==> config.mk <==
export PLATFORM = sky130hd
export DESIGN_NAME = mdiv_seq_flat
export DESIGN_NICKNAME = d
export VERILOG_FILES = /design/src/rtl/mdu_pkg.sv /design/src/rtl/mdiv_seq_if.sv /design/src/rtl/mdiv_step.sv /design/src/rtl/mdiv_seq.sv /design/src/flat_wrapper.sv
export SDC_FILE = /design/constraint.sdc
export NUM_CORES = 1
export LEC_CHECK = 0
export CORE_MARGIN = 2
export CORE_UTILIZATION = 54
export CTS_CLUSTER_DIAMETER = 150
export DETAILED_ROUTE_END_ITERATION = 6
export GPL_TIMING_DRIVEN = 0
export PLACE_DENSITY = 0.75
export SLEW_MARGIN = 20
export SYNTH_ARGS = -nofsm -noshare
export SYNTH_HDL_FRONTEND = slang
export SYNTH_SLANG_ARGS = --single-unit
==> constraint.sdc <==
create_clock -name clk -period 2.6 [get_ports clk]
set_input_delay 0.52 -clock clk [delete_from_list [all_inputs] [get_ports clk]]
set_output_delay 0.52 -clock clk [all_outputs]
set_load 0.01 [all_outputs]
==> src/rtl/mdu_pkg.sv <==
// Shared M-extension definitions: control codes used by the mul/div/ALU decode
// and the divider state encoding.
package mdu_pkg;

    localparam int XLEN = 32;

    localparam logic [3:0] DIV  = 4'b0100;
    localparam logic [3:0] DIVU = 4'b0101;
    localparam logic [3:0] REM  = 4'b0110;
    localparam logic [3:0] REMU = 4'b1011;

    typedef enum logic [1:0] {
        ST_IDLE = 2'd0,
        ST_CALC = 2'd1,
        ST_FIX  = 2'd2,
        ST_DONE = 2'd3
    } mdiv_state_e;

    function automatic logic ctrl_is_div_op(input logic [3:0] c);
        return (c == DIV) || (c == DIVU) || (c == REM) || (c == REMU);
    endfunction

    function automatic logic ctrl_is_signed(input logic [3:0] c);
        return (c == DIV) || (c == REM);
    endfunction

    function automatic logic ctrl_is_rem(input logic [3:0] c);
        return (c == REM) || (c == REMU);
    endfunction

endpackage

==> src/rtl/mdiv_seq_if.sv <==
// Pipeline-controller <-> divider handshake: start/kill/operands in,
// busy/valid/result out.
interface mdiv_seq_if;
    import mdu_pkg::*;

    logic            i_start;
    logic            i_kill;
    logic [3:0]      i_ctrl;
    logic [XLEN-1:0] i_dataa;
    logic [XLEN-1:0] i_datab;
    logic            o_busy;
    logic            o_valid;
    logic [XLEN-1:0] o_result;

    modport master (
        output i_start, i_kill, i_ctrl, i_dataa, i_datab,
        input  o_busy, o_valid, o_result
    );

    modport slave (
        input  i_start, i_kill, i_ctrl, i_dataa, i_datab,
        output o_busy, o_valid, o_result
    );

endinterface

==> src/rtl/mdiv_step.sv <==
// One radix-2 restoring iteration: shift the next dividend bit into the
// partial remainder, trial-subtract the divisor and emit the quotient bit.
module mdiv_step
    import mdu_pkg::*;
(
    input  logic [XLEN:0]   rem_i,
    input  logic [XLEN-1:0] dvd_i,
    input  logic [XLEN-1:0] dvs_i,
    output logic [XLEN:0]   rem_o,
    output logic [XLEN-1:0] dvd_o,
    output logic            q_bit_o
);

    logic [XLEN:0] rem_sh;
    logic [XLEN:0] diff;
    logic          ge;
    logic          unused_rem_msb;

    // The held remainder is always below the divisor, so its top bit is
    // dropped by the shift; the 33rd bit only matters in the shifted value.
    assign unused_rem_msb = rem_i[XLEN];

    assign rem_sh  = {rem_i[XLEN-1:0], dvd_i[XLEN-1]};
    assign ge      = rem_sh >= {1'b0, dvs_i};
    assign diff    = rem_sh - {1'b0, dvs_i};
    assign rem_o   = ge ? diff : rem_sh;
    assign dvd_o   = {dvd_i[XLEN-2:0], 1'b0};
    assign q_bit_o = ge;

endmodule

==> src/rtl/mdiv_seq.sv <==
// Sequential RV32M divider: DIV/DIVU/REM/REMU in 32 restoring iterations
// plus a sign-fix cycle; divide-by-zero and signed overflow finish at once.
module mdiv_seq
    import mdu_pkg::*;
(
    input  logic       clk,
    input  logic       rst_n,
    mdiv_seq_if.slave  bus
);

    mdiv_state_e     state_q, state_d;
    logic [XLEN:0]   rem_q, rem_d;
    logic [XLEN-1:0] dvd_q, dvd_d;
    logic [XLEN-1:0] quo_q, quo_d;
    logic [XLEN-1:0] dvs_q, dvs_d;
    logic [4:0]      cnt_q, cnt_d;
    logic            negq_q, negq_d;
    logic            negr_q, negr_d;
    logic            isrem_q, isrem_d;
    logic [XLEN-1:0] result_q, result_d;

    logic [XLEN:0]   step_rem;
    logic [XLEN-1:0] step_dvd;
    logic            step_q;

    logic            acc_signed;
    logic            acc_rem;
    logic            sa, sb;
    logic            div_zero;
    logic            sgn_ovf;
    logic [XLEN-1:0] quo_fix;
    logic [XLEN-1:0] rem_fix;

    mdiv_step u_step (
        .rem_i   (rem_q),
        .dvd_i   (dvd_q),
        .dvs_i   (dvs_q),
        .rem_o   (step_rem),
        .dvd_o   (step_dvd),
        .q_bit_o (step_q)
    );

    assign acc_signed = ctrl_is_signed(bus.i_ctrl);
    assign acc_rem    = ctrl_is_rem(bus.i_ctrl);
    assign sa         = acc_signed & bus.i_dataa[XLEN-1];
    assign sb         = acc_signed & bus.i_datab[XLEN-1];
    assign div_zero   = (bus.i_datab == '0);
    assign sgn_ovf    = acc_signed && (bus.i_dataa == {1'b1, {(XLEN-1){1'b0}}})
                                   && (bus.i_datab == '1);

    assign quo_fix = negq_q ? -quo_q : quo_q;
    assign rem_fix = negr_q ? -rem_q[XLEN-1:0] : rem_q[XLEN-1:0];

    always_comb begin
        state_d  = state_q;
        rem_d    = rem_q;
        dvd_d    = dvd_q;
        quo_d    = quo_q;
        dvs_d    = dvs_q;
        cnt_d    = cnt_q;
        negq_d   = negq_q;
        negr_d   = negr_q;
        isrem_d  = isrem_q;
        result_d = result_q;

        case (state_q)
            ST_IDLE: begin
                if (bus.i_start && !bus.i_kill && ctrl_is_div_op(bus.i_ctrl)) begin
                    isrem_d = acc_rem;
                    if (div_zero) begin
                        result_d = acc_rem ? bus.i_dataa : '1;
                        state_d  = ST_DONE;
                    end else if (sgn_ovf) begin
                        result_d = acc_rem ? '0 : {1'b1, {(XLEN-1){1'b0}}};
                        state_d  = ST_DONE;
                    end else begin
                        // |0x80000000| stays 0x80000000, which reads correctly as unsigned.
                        negq_d  = sa ^ sb;
                        negr_d  = sa;
                        dvd_d   = sa ? -bus.i_dataa : bus.i_dataa;
                        dvs_d   = sb ? -bus.i_datab : bus.i_datab;
                        rem_d   = '0;
                        quo_d   = '0;
                        cnt_d   = '0;
                        state_d = ST_CALC;
                    end
                end
            end
            ST_CALC: begin
                rem_d = step_rem;
                dvd_d = step_dvd;
                quo_d = {quo_q[XLEN-2:0], step_q};
                cnt_d = cnt_q + 5'd1;
                if (cnt_q == 5'd31) state_d = ST_FIX;
            end
            ST_FIX: begin
                result_d = isrem_q ? rem_fix : quo_fix;
                state_d  = ST_DONE;
            end
            ST_DONE: begin
                state_d = ST_IDLE;
            end
            default: state_d = ST_IDLE;
        endcase

        // A flush abandons whatever is in flight and leaves the last result alone.
        if (bus.i_kill) begin
            state_d  = ST_IDLE;
            result_d = result_q;
        end
    end

    always_ff @(posedge clk or negedge rst_n) begin
        if (!rst_n) begin
            state_q  <= ST_IDLE;
            rem_q    <= '0;
            dvd_q    <= '0;
            quo_q    <= '0;
            dvs_q    <= '0;
            cnt_q    <= '0;
            negq_q   <= 1'b0;
            negr_q   <= 1'b0;
            isrem_q  <= 1'b0;
            result_q <= '0;
        end else begin
            state_q  <= state_d;
            rem_q    <= rem_d;
            dvd_q    <= dvd_d;
            quo_q    <= quo_d;
            dvs_q    <= dvs_d;
            cnt_q    <= cnt_d;
            negq_q   <= negq_d;
            negr_q   <= negr_d;
            isrem_q  <= isrem_d;
            result_q <= result_d;
        end
    end

    assign bus.o_busy   = (state_q != ST_IDLE);
    assign bus.o_valid  = (state_q == ST_DONE);
    assign bus.o_result = result_q;

endmodule

==> src/flat_wrapper.sv <==
// flat-port wrapper written by rule: the top's interface ports become plain ports
module mdiv_seq_flat import mdu_pkg::*;
  (clk, rst_n, bus_i_start, bus_i_kill, bus_i_ctrl, bus_i_dataa, bus_i_datab, bus_o_busy, bus_o_valid, bus_o_result);
  mdiv_seq_if bus_i ();
  input  logic clk;
  input  logic rst_n;
  input wire logic [$bits(bus_i.i_start)-1:0] bus_i_start;
  input wire logic [$bits(bus_i.i_kill)-1:0] bus_i_kill;
  input wire logic [$bits(bus_i.i_ctrl)-1:0] bus_i_ctrl;
  input wire logic [$bits(bus_i.i_dataa)-1:0] bus_i_dataa;
  input wire logic [$bits(bus_i.i_datab)-1:0] bus_i_datab;
  output wire logic [$bits(bus_i.o_busy)-1:0] bus_o_busy;
  output wire logic [$bits(bus_i.o_valid)-1:0] bus_o_valid;
  output wire logic [$bits(bus_i.o_result)-1:0] bus_o_result;
  assign bus_i.i_start = bus_i_start;
  assign bus_i.i_kill = bus_i_kill;
  assign bus_i.i_ctrl = bus_i_ctrl;
  assign bus_i.i_dataa = bus_i_dataa;
  assign bus_i.i_datab = bus_i_datab;
  assign bus_o_busy = bus_i.o_busy;
  assign bus_o_valid = bus_i.o_valid;
  assign bus_o_result = bus_i.o_result;
  mdiv_seq u_core (.clk(clk), .rst_n(rst_n), .bus(bus_i));
endmodule
==> summary.md <==
| Metric | Value |
|---|---|
| Final ANT Viol Nets | `0` |
| Fmax | `342 MHz` |
| Syn Std Cell Area | `12,400 sq um` |
| HPWL after DPL | `30,800 um` |
| Hold_ws | `0.0265 ns` |
| Root Buffer | `clkbuf_16` |
| Final hold violation count | `0` |
| RSZ-0062 raised after global routing | `yes` |
| Share of the clock period used by the worst path | `1.12` |
| R2R Path End | `u_core.rem_q[28]` |
| H-tree Lvls | `4` |
| # IOs | `106` |
| Mean Syn Cell Area | `8.15 sq um` |
| Worst r2r src | `u_core.rem_q[27]` |
| Vias in the first global route | `12,870` |
| Violated checks | `DRC, setup timing` |
| Final-stage net count | `1,870` |
| Final clock skew | `0.0135 ns` |
| Drc violations | `1` |
| P_leak | `0.00724 uW` |
| WP data arrival | `3.23 ns` |
| Routability cong. | `0.989` |
| Post-synth EDFFs | `0` |
| Post-Syn Instances | `1,522` |
| Register area | `4280 sq um` |
| Sequential area share after synthesis | `0.343` |
| Share of cells above drive strength 1 | `0.237` |
| Grt total ovfl | `0` |
| Dpl cells | `1,913` |
| Status | `complete, but fails checks` |
| ANT cells | `0` |
| M1 GR Usage | `0.436` |
| FFs w/ async S/R, synth | `1.00` |
| CP Capture Type | `flip-flop` |
| Met2 Track Usage GR | `0.626` |
| Total die area | `24,200 sq um` |
| Worst path required time | `2.91 ns` |
| #FFs+latches synth | `170` |
| Sinks on Clock Net | `170` |
| CTS tree | `built` |
| Min Tclk post-route | `2.92 ns` |
| Routed len/inst | `22.6 um` |
| R2R Setup Slk | `-0.32 ns` |
| Most used routing layer | `met2` |
| Worst-Margin Slew | `0.894 ns` |
| Vias/cell | `6.53` |
| Clock-pin slew on the worst setup and hold paths | `0.07 ns` |
| Ys Warns | `0` |
| Peak VDD IR | `0.574 mV` |
| Row count | `55` |
| CP startpoint | `u_core.rem_q[27]` |
| R2R depth | `10` |
| Worst slack at placement | `-1.46 ns` |
| Multi-input gate area | `8810 sq um` |
| Setup WS post-layout | `-0.322 ns` |
| Total number of vias | `13,388` |
| Post-Layout Cell Count | `2,051` |
| Yosys cell types | `76` |
| Final setup fails | `50` |
| DR pass1 iterations | `7` |
| Initial Util | `0.549` |
| Total power | `17,300 uW` |
| Routed wire length | `46,300 um` |
| Post-placement cell area | `13,900 sq um` |
| Gr usage total | `0.370` |
| CTS max path bufs | `2` |
| Global-route wire length before repair | `70,000 um` |
| CP Class | `flip-flop to flip-flop` |
| Pwr Density | `1020 nW/um^2` |
| Design Area, Final | `16,900 sq um` |
| DIE WIDTH | `156 um` |
| Initial antenna violation count | `1` |
| Max-slew violations | `0` |
| Met3 usage | `0.0661` |
| Clk_lat worst skew | `0.45 ns` |
| Drt first-iter violations | `1,456` |
| Syn Nets | `1,639` |
| Core ar. | `22,600 sq um` |
| Max_slew headroom | `0.404` |
| Critical Path Fanout Max | `7` |
| Die Span Y | `156 um` |
| Startpoint type of the worst setup path | `flip-flop` |
| Pin count of the biggest net entering global routing | `99` |
| IO Port Bufs | `105` |
| HP Class | `input pin to asynchronous set/reset pin` |
| TritonCTS buffer count | `17` |
| Synth Flop Type | `dfrtp_1` |
| Max-Cap Viols | `0` |
| Area Growth Syn to Fin | `36.1%` |
| Final-layout fill cell count | `1,646` |
| Crit path to | `u_core.rem_q[28]` |
## report_power, final
group / internal, uW / switching (uW) / total [uW] / leakage [uW]
sequential: 3390 / 903 / 4290 / 0.00219
clock: 1430 / 1200 / 2630 / 0.000279
combinational: 4710 / 5670 / 10400 / 0.00477
total: 9530 / 7770 / 17300 / 0.00724
## registers in the layout (all words and copies together), names as in the netlist
| register | flops |
|---|---|
| u_core.isrem_q | 1 |
| u_core.bus.o_result | 32 |
| u_core.dvd_q | 32 |
| u_core.state_q | 2 |
| u_core.negq_q | 1 |
| u_core.cnt_q | 5 |
| u_core.rem_q | 32 |
| u_core.negr_q | 1 |
| u_core.quo_q | 32 |
| u_core.dvs_q | 32 |
## critical path, cell delays in order, from the launching register on
cell and delay [ns]:
dfrtp_1 0.50, ha_4 0.40, nand4_1 0.19, nor4_4 0.42
nand4_1 0.30, nand3_2 0.24, nor2_4 0.08, buf_6 0.15
buf_8 0.12, a32oi_1 0.25, o21ai_1 0.13
## cell families after synthesis
kind of cell	Yosys count	synth area share
buffers and inverters	146	0.0490
multiplexers	26	0.0211
AO/OA/AOI/OAI	484	0.246
XOR/XNOR	143	0.101
AND/OR/NAND/NOR	508	0.194
adder cells (fa/ha/maj)	45	0.0460
flip-flops	170	0.343
## cell type report
class,count,area share
multi-input combinational,1206,0.522
clock buffer,19,0.0256
tap,285,0.0211
buffer,80,0.0303
timing repair buffer,223,0.127
inverter,55,0.0124
sequential,170,0.254
clock inverter,13,0.00845
## cells in the mapped netlist (all sizes together), types with 13 or more instances
| cell | number | share of area |
|---|---|---|
| a21oi | 96 | 0.039 |
| o41ai | 16 | 0.013 |
| inv | 55 | 0.017 |
| nor3 | 28 | 0.011 |
| clkbuf | 56 | 0.017 |
| xor2 | 65 | 0.046 |
| o211ai | 32 | 0.021 |
| nand4 | 18 | 0.0091 |
| dfrtp | 170 | 0.34 |
| o21ai | 187 | 0.077 |
| or3 | 23 | 0.013 |
| nand2 | 215 | 0.065 |
| a21o | 19 | 0.012 |
| or4 | 13 | 0.0088 |
| nand3 | 19 | 0.0081 |
| xnor2 | 78 | 0.055 |
| o31ai | 37 | 0.026 |
| ha | 44 | 0.044 |
| nor4 | 14 | 0.0076 |
| buf | 35 | 0.015 |
| nor2 | 122 | 0.037 |
| mux2i | 25 | 0.020 |
| a31oi | 34 | 0.017 |
## layer usage
| metal | wire (um) | share of wire | vias up |
|---|---|---|---|
| li1 | - | - | 5905 |
| met2 | 22100 | 0.48 | 887 |
| met5 | 0 | 0 | - |
| met1 | 16900 | 0.37 | 6334 |
| met3 | 3800 | 0.082 | 262 |
| met4 | 3510 | 0.076 | 0 |
## stage by stage
step | setup TNS, ns | util
global route | -10.95 | 0.748
CTS | -5.23 | 0.712
global placement | -1165.63 | 0.614
detailed placement | -162.07 | 0.615
finish | -8.41 | 0.748
floorplan | -0.0158 | -
## layout by cell type, fill, tap and decap left out, types with 23 or more instances in the layout
cell,instances
xnor2_1,71
xor2_1,62
o211ai_1,29
mux2i_1,24
dfrtp_2,23
buf_4,103
o21ai_1,48
nor2_1,118
a31oi_1,33
clkbuf_1,31
o21ai_0,131
inv_1,49
nand2_1,209
clkdlybuf4s50_1,53
a21oi_1,88
dlymetal6s2s_1,26
dfrtp_1,147
## timing repair
item,4_1_cts,5_1_grt
hold buffers,0,0
setup buffers,72,44
cloned,5,0
gates resized for setup,274,174
setup endpoints to repair,168,160
pin swaps,61,70
## how the worst min path moves through the flow
stage	to	depth (start not counted)
floorplan	u_core.bus.o_result[0]	0
global placement	u_core.dvd_q[28]	2
detailed placement	u_core.dvd_q[7]	2
CTS	u_core.quo_q[15]	1
global route	u_core.quo_q[15]	1
finish	u_core.quo_q[14]	1
Note: power is estimated with default switching activity, not from simulation.
